### src/rtl/fp_mult_pkg.sv
// Shared floating-point multiplier definitions.
// Provides the default significand width (hidden bit included), the
// two's-complement exponent width and the derived full product width
// used by the multiplier back end (carry-propagate add + normalize).
`timescale 1ns/1ps
package fp_mult_pkg;
  localparam int MANT_W = 24;
  localparam int EXP_W  = 10;
  localparam int PROD_W = 2 * MANT_W;
endpackage

### src/rtl/mult_cpa_norm_cpa24.sv
// cpa24: plain carry-propagate adder slice used for each half of the
// product (24 bits at the default width).
// Ports:
//   a, b  - addends
//   cin   - carry in
//   sum   - a + b + cin, low W bits
//   cout  - carry out of the slice
`timescale 1ns/1ps
module cpa24 #(
  parameter int W = 24
) (
  input  logic [W-1:0] a,
  input  logic [W-1:0] b,
  input  logic         cin,
  output logic [W-1:0] sum,
  output logic         cout
);
  assign {cout, sum} = {1'b0, a} + {1'b0, b} + {{W{1'b0}}, cin};
endmodule

### src/rtl/mult_cpa_norm.sv
// mult_cpa_norm: resolves the redundant (sum, carry) product from the
// reduction tree into a binary product and normalizes it.
//   S1: low-half add, registers low sum, low carry-out, high halves,
//       exponent and sign.
//   S2: high-half add with the S1 carry, combinational normalization,
//       then the output registers.
// Ports:
//   clk, rst                  - clock, synchronous active-high reset
//   in_valid / in_ready       - input handshake
//   sum_in, carry_in          - redundant product vectors (2*MANT_W)
//   exp_in, sign_in           - unbiased exponent sum, product sign
//   out_valid / out_ready     - output handshake
//   mant_out                  - normalized significand
//   guard/round/sticky_out    - rounding bits below mant_out
//   exp_out, sign_out         - adjusted exponent, sign
//   zero_out                  - product is exactly zero
`timescale 1ns/1ps
module mult_cpa_norm
  import fp_mult_pkg::*;
#(
  parameter int MANT_W = fp_mult_pkg::MANT_W,
  parameter int EXP_W  = fp_mult_pkg::EXP_W
) (
  input  logic                  clk,
  input  logic                  rst,
  input  logic                  in_valid,
  output logic                  in_ready,
  input  logic [2*MANT_W-1:0]   sum_in,
  input  logic [2*MANT_W-1:0]   carry_in,
  input  logic [EXP_W-1:0]      exp_in,
  input  logic                  sign_in,
  output logic                  out_valid,
  input  logic                  out_ready,
  output logic [MANT_W-1:0]     mant_out,
  output logic                  guard_out,
  output logic                  round_out,
  output logic                  sticky_out,
  output logic [EXP_W-1:0]      exp_out,
  output logic                  sign_out,
  output logic                  zero_out
);
  localparam int PW = 2 * MANT_W;

  // ---------------- Stage 1 ----------------
  logic [MANT_W-1:0] lo_sum;
  logic              lo_cout;

  cpa24 #(.W(MANT_W)) u_cpa_lo (
    .a    (sum_in[MANT_W-1:0]),
    .b    (carry_in[MANT_W-1:0]),
    .cin  (1'b0),
    .sum  (lo_sum),
    .cout (lo_cout)
  );

  logic              s1_valid;
  logic [MANT_W-1:0] s1_lo;
  logic              s1_cy;
  logic [MANT_W-1:0] s1_sum_hi;
  logic [MANT_W-1:0] s1_carry_hi;
  logic [EXP_W-1:0]  s1_exp;
  logic              s1_sign;

  // ---------------- Stage 2 ----------------
  logic [MANT_W-1:0] hi_sum;
  logic              hi_cout; // product carry-out is discarded (mod 2^PW)

  cpa24 #(.W(MANT_W)) u_cpa_hi (
    .a    (s1_sum_hi),
    .b    (s1_carry_hi),
    .cin  (s1_cy),
    .sum  (hi_sum),
    .cout (hi_cout)
  );

  logic [PW-1:0] prod;
  assign prod = {hi_sum, s1_lo};

  logic [MANT_W-1:0] n_mant;
  logic              n_guard, n_round, n_sticky, n_zero;
  logic [EXP_W-1:0]  n_exp;

  always_comb begin
    n_mant   = '0;
    n_guard  = 1'b0;
    n_round  = 1'b0;
    n_sticky = 1'b0;
    n_exp    = '0;
    n_zero   = 1'b0;
    if (prod == '0) begin
      n_zero = 1'b1;
    end else if (prod[PW-1]) begin
      // Product in [2,4): take the top MANT_W bits and bump the exponent.
      n_mant   = prod[PW-1:MANT_W];
      n_guard  = prod[MANT_W-1];
      n_round  = prod[MANT_W-2];
      n_sticky = |prod[MANT_W-3:0];
      n_exp    = s1_exp + EXP_W'(1);
    end else begin
      // Product in [1,2) (or subnormal-ish): shift one position left.
      n_mant   = prod[PW-2:MANT_W-1];
      n_guard  = prod[MANT_W-2];
      n_round  = prod[MANT_W-3];
      n_sticky = |prod[MANT_W-4:0];
      n_exp    = s1_exp;
    end
  end

  // S2 may load when it is empty or its word leaves this cycle.
  logic s2_adv;
  assign s2_adv   = !out_valid || out_ready;
  assign in_ready = !s1_valid || s2_adv;

  always_ff @(posedge clk) begin
    if (rst) begin
      s1_valid    <= 1'b0;
      s1_lo       <= '0;
      s1_cy       <= 1'b0;
      s1_sum_hi   <= '0;
      s1_carry_hi <= '0;
      s1_exp      <= '0;
      s1_sign     <= 1'b0;
      out_valid   <= 1'b0;
      mant_out    <= '0;
      guard_out   <= 1'b0;
      round_out   <= 1'b0;
      sticky_out  <= 1'b0;
      exp_out     <= '0;
      sign_out    <= 1'b0;
      zero_out    <= 1'b0;
    end else begin
      if (in_ready) begin
        s1_valid <= in_valid;
        if (in_valid) begin
          s1_lo       <= lo_sum;
          s1_cy       <= lo_cout;
          s1_sum_hi   <= sum_in[PW-1:MANT_W];
          s1_carry_hi <= carry_in[PW-1:MANT_W];
          s1_exp      <= exp_in;
          s1_sign     <= sign_in;
        end
      end
      if (s2_adv) begin
        out_valid <= s1_valid;
        if (s1_valid) begin
          mant_out   <= n_mant;
          guard_out  <= n_guard;
          round_out  <= n_round;
          sticky_out <= n_sticky;
          exp_out    <= n_exp;
          sign_out   <= s1_sign;
          zero_out   <= n_zero;
        end
      end
    end
  end
endmodule

### config.mk
export PLATFORM = sky130hd
export DESIGN_NAME = mult_cpa_norm
export DESIGN_NICKNAME = d
export VERILOG_FILES = /design/src/rtl/fp_mult_pkg.sv /design/src/rtl/mult_cpa_norm_cpa24.sv /design/src/rtl/mult_cpa_norm.sv
export SDC_FILE = /design/constraint.sdc
export NUM_CORES = 1
export LEC_CHECK = 0
export CAP_MARGIN = 20
export CORE_ASPECT_RATIO = 1.2
export CORE_MARGIN = 1.5
export CORE_UTILIZATION = 47
export DETAILED_ROUTE_END_ITERATION = 8
export PLACE_DENSITY = 0.77
export SLEW_MARGIN = 20
export SYNTH_ARGS = -nofsm -noshare
export SYNTH_HDL_FRONTEND = slang
export SYNTH_SLANG_ARGS = --single-unit
### constraint.sdc
create_clock -name clk -period 2.8 [get_ports clk]
set_input_delay 0.56 -clock clk [delete_from_list [all_inputs] [get_ports clk]]
set_output_delay 0.56 -clock clk [all_outputs]
set_load 0.05 [all_outputs]
==> impl_metrics.json, run 1 <==
{
  "outcome": "complete, but fails checks",
  "violations": "negative setup slack",
  "synth_area_um2": 7278,
  "core_area_um2": 15080,
  "hold_path.class": "reg2reg",
  "hp-start": "mant_out[17]$_SDFFE_PP0P_",
  "cts_tree": "done",
  "root_buffer": "clkbuf_16",
  "syn_avg_cell_area_um2": 7.743,
  "die_w_um": 116.6,
  "grt_pass1_vias": 7597,
  "maxSlewHeadroom": 0.5155,
  "die_y_um": 139.3,
  "setup_violations": 38,
  "fin_crit_sh": 1.101,
  "post-route-min-period_ns": 3.083,
  "drtIter0Drc": 460,
  "area_delta_synth_final_pct": 52.28,
  "antenna_left": 0,
  "worstPathCellList": "fa_2 > inv_2 > fa_2 > nor2b_4 > o31ai_4 > a211oi_4 > a2111o_1 > o211ai_1 > buf_4 > nor3_2 > and4bb_1 > buf_4 > a41o_1",
  "max_freq_ghz": 0.3244,
  "crit_path_max_incr_delay_ns": 0.42,
  "finalWorstSetupSlack_ns": -0.2829,
  "placed_area_um2": 9867,
  "dp_slack_ns": -0.7286,
  "finalNetCount": 1372,
  "ir_worst_vdd_mv": 0.4368,
  "worstSetupStartpoint": "s1_carry_hi[0]$_SDFFE_PP0P_",
  "crit_slowest_cell": "fa_2",
  "h-tree-depth": 4,
  "start_util": 0.4826,
  "rsz0062_at_grt": "true",
  "hold_viol_final": 0,
  "dr.pass1.iters": 5,
  "antenna_found_initial": 1,
  "grt_pass1_wl_mm": 34.20,
  "cts_buffers": 17,
  "layout-drive-gt1-share": 0.2177,
  "globalplace.congestion": 0.8770,
  "dp_hpwl_mm": 15.07,
  "pwr-share-comb": 0.282,
  "async_flop_share": 0,
  "worst_pin_slew_ns": 0.7215,
  "yosysSeqAreaShare": 0.3438,
  "p_switching_uw": 1712,
  "yosys_warnings": 0,
  "rows": 49,
  "power_frac_clock": 0.372,
  "syn_inst": 940,
  "gr-usage-all-layers": 0.2606,
  "clk_latency_ns": 0.42,
  "worstSetupEndpointType": "flip-flop",
  "fill_cells": 1119,
  "syn_nets": 1101,
  "arrival_ns": 3.39,
  "crit_type": "reg2reg",
  "overflow": 0,
  "skew_ns": 0.01178,
  "clk_pin_slew_ns": 0.06,
  "synth_edf_count": 0,
  "design_area_um2": 11080,
  "dieArea_um2": 16240,
  "maxCapViolCount": 0,
  "dr_total_vias": 7947,
  "p_int_uw": 3984,
  "r2r_setup_slack_ns": -0.28,
  "power_density_nw_per_um2": 513.9,
  "reg2reg_from": "s1_carry_hi[0]$_SDFFE_PP0P_",
  "yosysUniqueCellTypes": 64,
  "cp_max_fo": 3,
  "cp.required_ns": 3.11,
  "power_frac_seq": 0.346,
  "route.detailed.drc": 0,
  "layout.cells.most_common": "nand2_1",
  "final_cell_mix": "nand2_1 (212), clkdlybuf4s50_1 (135), buf_4 (131)",
  "ys_seq_elements": 125,
  "wl_mm": 22.37,
  "io_buffer_count": 151,
  "drv_slew": 0,
  "wire_per_inst_um": 15.68,
  "stdcell_count": 1427,
  "leakage_uw": 0.004641,
  "dp.cells": 1371,
  "routed_via_density": 5.569,
  "final.setup.tns_ns": -7.722,
  "clock_path_buffers": 2,
  "synthFlopType": "dfxtp_1",
  "io_pins": 152,
  "clkSinkCount": 125,
  "startpoint_type": "flip-flop",
  "switching_share": 0.3005,
  "grt_max_degree": 63
}
Yosys cell counts (6+ instances only):
cell type	count	area, um2
nand2_1	215	807.0
a21oi_1	126	630.6
dfxtp_1	125	2502
o21ai_0	56	280.3
nor2_1	48	180.2
ha_1	47	588.1
clkbuf_1	39	146.4
xor2_1	22	192.7
a21o_1	21	157.7
xnor2_1	18	157.7
inv_1	17	63.81
nor3_1	16	80.08
mux2i_1	15	150.1
nand3_1	14	70.07
a211oi_1	12	90.09
nand4_1	11	68.82
nand3b_1	8	60.06
and3_1	7	43.79
nor2b_1	7	43.79
and2_1	6	37.54
nor4_1	6	37.54
o211ai_1	6	45.04
o21a_1	6	45.04
power groups by stage:
stage / clock [uW] / combinational [uW] / sequential [uW]
6_report: 2120 / 1610 / 1970
5_1_grt: 2200 / 1730 / 1980
4_1_cts: 2120 / 1430 / 1970
3_5_place_dp: 0 / 1360 / 2000
3_3_place_gp: 0 / 1330 / 2000
2_1_floorplan: 0 / 690 / 2080
timing repair:
| item | CTS | global route |
|---|---|---|
| hold buffers | 0 | 0 |
| setup buffers | 8 | 12 |
| hold endpoints to repair | 0 | 0 |
| pin swaps | 25 | 47 |
| endpoints found under the setup margin | 44 | 42 |
| gates resized for setup | 71 | 86 |
| cloned | 4 | 1 |
sequential cells by signal (all words and copies together) (netlist names):
| register | count |
|---|---|
| exp_out | 10 |
| guard_out | 1 |
| mant_out | 24 |
| out_valid | 1 |
| round_out | 1 |
| s1_carry_hi | 24 |
| s1_cy | 1 |
| s1_exp | 10 |
| s1_lo | 24 |
| s1_sign | 1 |
| s1_sum_hi | 24 |
| s1_valid | 1 |
| sign_out | 1 |
| sticky_out | 1 |
| zero_out | 1 |
routing by layer:
layer,wire (um),share of wire,track usage,vias up
met2,11350,0.51,0.4585,276
li1,-,-,-,3872
met4,949,0.042,0.1097,0
met3,1028,0.046,0.04922,85
met5,0,0,0,-
met1,9044,0.40,0.3059,3714
worst max-delay path: cells and delay by family (launching register included):
kind,cells,cell delay [ns]
flops,1,0.33
buf+inv,3,0.41
compound gates,5,1.25
fa+ha+maj,2,0.64
simple gates,3,0.34
worst paths after layout:
| path | to | cells after the start |
|---|---|---|
| max | zero_out$_SDFFE_PP0P_ | 13 |
| min | mant_out[17]$_SDFFE_PP0P_ | 2 |
| max reg2reg | zero_out$_SDFFE_PP0P_ | 13 |
| min reg2reg | mant_out[17]$_SDFFE_PP0P_ | 2 |
stage by stage:
step	hold slack, ns	total power [uW]	util
2_1_floorplan	0.4263	2768	-
3_3_place_gp	0.4332	3332	0.6542
3_5_place_dp	0.4450	3361	0.6542
4_1_cts	0.4522	5522	0.7060
5_1_grt	0.4661	5912	0.7347
6_report	0.4478	5695	0.7349
cell type report:
| type | count | area, um2 | area share |
|---|---|---|---|
| antenna | 1 | 2.502 | 0.0002258 |
| clock buffer | 19 | 432.9 | 0.03906 |
| clock inverter | 11 | 121.4 | 0.01095 |
| inverter | 17 | 63.81 | 0.005758 |
| multi-input combinational | 753 | 4990 | 0.4502 |
| sequential | 125 | 2506 | 0.2261 |
| tap | 204 | 255.2 | 0.02303 |
| timing repair buffer | 297 | 2711 | 0.2446 |
logic make-up after synthesis:
family / after synthesis / share of synthesized area
buffers and inverters: 62 / 0.03249
AOI/OAI and AO/OA: 280 / 0.2348
muxes: 16 / 0.02218
xor gates and xnor gates: 41 / 0.05192
and+or+nand+nor: 366 / 0.2257
adders and majority gates: 50 / 0.08905
DFF: 125 / 0.3438
Power figures use the tool's default switching activity.
==> inputs of run 2 (changes only) <==
RECOVER_POWER = 50   (was default)
==> run 2 against run 1 <==
Net effect: the flow still finishes with violations (negative setup slack); critical path depth unchanged; global-route usage unchanged; die area unchanged; clock power about the same; largest cell class unchanged; wire length decreased by 0.24%; highest routed layer unchanged; non-clock buffer count unchanged; via count about the same.
==> impl_metrics.json, run 2 (synthesized netlist as in run 1, its figures left out) <==
{
  "cts_tree": "done",
  "start_util": 0.4826,
  "hold_viol_final": 0,
  "root_buffer": "clkbuf_16",
  "power_density_nw_per_um2": 514.4,
  "overflow": 0,
  "max_freq_ghz": 0.3245,
  "cp_max_fo": 3,
  "die_y_um": 139.3,
  "drtIter0Drc": 469,
  "violations": "negative setup slack",
  "stdcell_count": 1427,
  "startpoint_type": "flip-flop",
  "finalNetCount": 1372,
  "dr_total_vias": 7945,
  "route.detailed.drc": 0,
  "fin_total_pwr_uw": 5690,
  "worst_pin_slew_ns": 1.043,
  "leakage_uw": 0.004632,
  "globalplace.congestion": 0.8770,
  "clkSinkCount": 125,
  "wire_per_inst_um": 15.64,
  "crit_type": "reg2reg",
  "h-tree-depth": 4,
  "rsz0062_at_grt": "true",
  "ir_worst_vdd_mv": 0.4421,
  "io_buffer_count": 151,
  "skew_ns": 0.01123,
  "maxCapViolCount": 0,
  "routed_via_density": 5.568,
  "reg2reg_from": "s1_carry_hi[0]$_SDFFE_PP0P_",
  "worstSetupStartpoint": "s1_carry_hi[0]$_SDFFE_PP0P_",
  "wl_mm": 22.32,
  "grt_pass1_wl_mm": 34.20,
  "core_area_um2": 15080,
  "antenna_left": 0,
  "antenna_found_initial": 1,
  "outcome": "complete, but fails checks",
  "hp-start": "mant_out[17]$_SDFFE_PP0P_",
  "fill_cells": 1123,
  "fin_crit_sh": 1.100,
  "arrival_ns": 3.39,
  "maxSlewHeadroom": 0.3049,
  "postCtsHoldBufs": 0,
  "worstSetupEndpointType": "flip-flop",
  "clk_pin_slew_ns": 0.06,
  "die_w_um": 116.6,
  "rows": 49,
  "setup_violations": 38,
  "grt_pass1_vias": 7597,
  "final_cell_mix": "nand2_1 (213), clkdlybuf4s50_1 (134), buf_4 (129)",
  "post-route-min-period_ns": 3.081,
  "io_pins": 152,
  "area_delta_synth_final_pct": 51.99,
  "gr-usage-all-layers": 0.2606,
  "grt_max_degree": 63,
  "cp.required_ns": 3.11,
  "clk_latency_ns": 0.43,
  "dr.pass1.iters": 5,
  "drv_slew": 0,
  "dp_hpwl_mm": 15.07,
  "clock_path_buffers": 2,
  "finalWorstSetupSlack_ns": -0.2813,
  "dp.cells": 1371,
  "layout-drive-gt1-share": 0.2160,
  "hold_path.class": "reg2reg",
  "dieArea_um2": 16240,
  "layout.cells.most_common": "nand2_1",
  "cts_buffers": 17
}
[run 2: cell count changes in the layout (fill, tap and decap cells not counted), sizes merged]
cell	previous run	this run
dlygate4sd3	0	1
clkdlybuf4s50	135	134
buf	150	147
clkbuf	19	22
[run 2: timing repair]
| action | CTS | global route |
|---|---|---|
| gates resized for setup | 71 | 86 |
| setup buffers | 8 | 12 |
| pin swaps | 25 | 47 |
| gates cloned | 4 | 1 |
| endpoints found under the setup margin | 44 | 42 |
| hold endpoints to repair | 0 | 0 |
[run 2: worst paths after layout]
path              cells after the start  slack (ns)                         to
setup / recovery                     13       -0.28      zero_out$_SDFFE_PP0P_
hold / removal                        2        0.45  mant_out[17]$_SDFFE_PP0P_
setup reg to reg                     13       -0.28      zero_out$_SDFFE_PP0P_
hold reg to reg                       2        0.45  mant_out[17]$_SDFFE_PP0P_
[run 2: metrics by stage]
| step | cell area, um2 | worst slack, ns | utilization | TNS [ns] | hold WS, ns |
|---|---|---|---|---|---|
| after global placement | 9867 | -0.6562 | 0.6542 | -9.359 | 0.4332 |
| after detailed placement | 9867 | -0.7286 | 0.6542 | -13.34 | 0.4450 |
| final | 11060 | -0.2813 | 0.7334 | -7.606 | 0.4478 |
| after floorplan | 7341 | -0.03158 | - | -0.05139 | 0.4263 |
| after CTS | 10650 | -0.2291 | 0.7060 | -4.972 | 0.4522 |
| after global routing | 11060 | -0.3949 | 0.7333 | -11.24 | 0.4661 |
[run 2: critical path, stage by stage (launching register included)]
cell and delay (ns):
dfxtp_2 0.33, fa_2 0.42, inv_2 0.07, fa_2 0.22, nor2b_4 0.06, o31ai_4 0.34, a211oi_4 0.13, a2111o_1 0.38
o211ai_1 0.20, buf_4 0.20, nor3_2 0.05, and4bb_1 0.23, buf_4 0.14, a41o_1 0.20
[run 2: layout make-up]
class,count,area (um2),area share
Tap cell,204,255.2,0.02307
Antenna cell,1,2.502,0.0002262
Clock inverter,11,121.4,0.01097
Multi-Input combinational cell,753,4987,0.4509
Timing Repair Buffer,297,2693,0.2434
Inverter,17,63.81,0.005769
Sequential cell,125,2506,0.2266
Clock buffer,19,432.9,0.03914
[run 2: layer usage]
layer	vias to the layer above	global-route usage	part of all wire
met5	-	0	0
met4	0	0.1097	0.042
met3	87	0.04922	0.046
met2	265	0.4585	0.51
met1	3721	0.3059	0.40
li1	3872	-	-
[run 2: power breakdown]
group	total, uW	switching [uW]	internal [uW]	leakage [uW]
clock	2120	823	1300	0.000269
combinational	1600	809	791	0.00334
sequential	1970	78.5	1890	0.00103
total	5690	1710	3980	0.00463
==> RTL edit: new RTL, settings of run 2 <==
Set the package constant `EXP_W` to 5 (it was 10).
--- a/src/rtl/fp_mult_pkg.sv
+++ b/src/rtl/fp_mult_pkg.sv
@@ -5,7 +5,7 @@
 `timescale 1ns/1ps
 package fp_mult_pkg;
   localparam int MANT_W = 24;
-  localparam int EXP_W  = 10;
+  localparam int EXP_W  = 5;
   localparam int PROD_W = 2 * MANT_W;
 endpackage
 
Ports: changed (resized exp_in and exp_out); port bits go from 152 to 142. The function was not compared with the original's and may differ.
==> RTL edit against run 2 <==
The flow still finishes with violations (setup timing); clock power up 7%; area after synthesis decreased by 8.1%; wire length down 13%; utilization barely moved; power shrank 3.8%; setup slack worse by 0.29 ns; cell area decreased by 8.4%; die area shrank 8.0%; sequential cell count shrank 10; first-iteration DRC count fell by 18%; critical endpoint is now exp_out[1].
==> RTL edit: results <==
group,metric,value,unit
layout,drive_gt1_share,18.98,%
synth,async_reset_ff_share,0,%
global_routing,use_met1,29.71,%
layout,fillers,1006,
cts,clockRootBuffer,"clkbuf_16",
synth,yosys_warnings,0,
setup_path,critPathTopFamily,"compound AO/OA/AOI/OAI gates",
synth,syn-num-nets,1014,
global_routing,globalRouteMet2Util,45.80,%
sta,setup-tns-final,-10.32,ns
synth,synth.area.top_cells,"dfxtp_1 (34%), nand2_1 (11%), a21oi_1 (8.9%)",
setup_path,reg2regPathDepth,13,
sta,setup_ws,-0.5682,ns
setup_path,start_kind,"flip-flop",
detailed_routing,drt_iter0_drc,385,
global_routing,grt_pass1_wl,31660,um
detailed_routing,via_count,7154,
setup_path,r2r-start,"s1_cy",
setup_path,worst_path_max_delay_cell,"or4_4",
sta,fin_skew,0.01171,ns
synth,yosysSeqAreaShare,34.44,%
sta,setup_viol,33,
global_routing,antenna_found_initial,1,
power_and_ir_drop,switching_share,27.52,%
power_and_ir_drop,ir_drop,0.5228,mV
detailed_routing,drc,0,
setup_path,slowest_delay,0.46,ns
layout,nNetsFinal,1260,
setup_path,crit_fanout,6,
hold_path,hold_class,"reg2reg",
cts,htreeDepth,4,
power_and_ir_drop,p_leak,4.348,nW
global_routing,grt_pass1_vias,7001,
synth,yosys.cell_types.count,58,
global_routing,grt_use_total,25.77,%
placed_design,gp_congestion,0.9016,
setup_path,cp.arrival,3.66,ns
sta,hold_slack,0.4503,ns
synth,synthTopCellsByCount,"nand2_1 (195), a21oi_1 (119), dfxtp_1 (115), ha_1 (47), o21ai_0 (45)",
cts,clk_path_buf_depth,2,
run_status,outcome,"complete, but fails checks",
sta,tightest_slew,0.9056,ns
setup_path,r2r-end,"exp_out[1]",
layout,diodes,0,
cts,clock_latency,0.41,ns
run_status,violations,"setup timing",
detailed_routing,wl_per_cell,15.15,um
hold_path,hp-start,"s1_lo[7]",
placed_design,dp_slack,-0.6841,ns
hold_path,hold_end,"s1_lo[7]",
placed_design,portBuffers,141,
global_routing,grtUsageMet3,6.142,%
placed_design,hpwl,13700,um
global_routing,grt_max_degree,59,
-- RTL edit: cell count changes after synthesis, moves of 6 or more --
cell     delta
o21ai_0    -11
nand2_1    -20
nor2_1     -12
a21oi_1     -7
xor2_1     -11
mux2i_1     +6
dfxtp_1    -10
o21a_1      +7
-- RTL edit: final cells by class --
| class | count | share of cell area (%) |
|---|---|---|
| Multi-Input combinational cell | 685 | 44.23 |
| Clock buffer | 22 | 4.482 |
| Inverter | 16 | 0.5927 |
| Tap cell | 171 | 2.111 |
| Clock inverter | 10 | 1.543 |
| Sequential cell | 115 | 22.74 |
| Timing Repair Buffer | 269 | 24.30 |
-- RTL edit: how the worst max path moves through the flow --
stage                       to  slack (ns)  cells after the start
floorplan           exp_out[0]       -0.34                     12
global placement     s1_lo[14]       -0.61                     13
global route        exp_out[1]       -0.64                     13
CTS                 exp_out[1]       -0.54                     12
detailed placement   s1_lo[14]       -0.68                     13
finish              exp_out[1]       -0.57                     13
-- RTL edit: power groups by stage --
stage | Combinational [mW] | Sequential, mW | Clock, mW
3_5_place_dp | 1.25 | 1.84 | 0
4_1_cts | 1.33 | 1.81 | 2.28
3_3_place_gp | 1.23 | 1.84 | 0
5_1_grt | 1.52 | 1.83 | 2.37
2_1_floorplan | 0.623 | 1.92 | 0
6_report | 1.40 | 1.82 | 2.26
-- RTL edit: metal layers --
layer,vias to the layer above,share of wire (%)
li1,3551,-
met1,3296,40
met2,256,51
met3,49,6.3
met4,2,2.7
met5,-,0.067
-- RTL edit: through the flow --
stage | cell area (um^2) | cells
detailed placement | 9047 | 1239
global placement | 9047 | 1239
finish | 10130 | 1288
global route | 10130 | 1288
floorplan | 6695 | 858
CTS | 9902 | 1282
-- RTL edit: worst register-to-register path: stages (launching register included) --
cell and delay (ns):
dfxtp_2 0.33, fa_2 0.40, inv_2 0.06, fa_2 0.20
nor2b_2 0.05, o31a_1 0.26, o31a_1 0.30, o211ai_1 0.18
buf_4 0.15, a2111oi_4 0.07, or4_4 0.46, a2111oi_4 0.34
and4bb_4 0.35, o31ai_1 0.10
-- RTL edit: kinds of logic (layout without fill, tap and decap cells) --
logic type / count (synthesis) / after routing / synth area share, %
AND/OR/NAND/NOR: 327 / 327 / 22.16
AO/OA/AOI/OAI: 256 / 256 / 23.19
flip-flops: 115 / 115 / 34.44
buffers and inverters: 58 / 317 / 3.275
adder cells (fa/ha/maj): 50 / 50 / 9.695
XOR/XNOR: 30 / 30 / 3.930
multiplexers: 22 / 22 / 3.313
-- RTL edit: what timing repair did --
action                                  in CTS  in global routing
hold buffers                                 0                  0
cloned                                       1                  0
gates resized for setup                     41                 45
buffers inserted                            10                  6
pin swaps                                   19                 22
endpoints found under the setup margin      37                 43
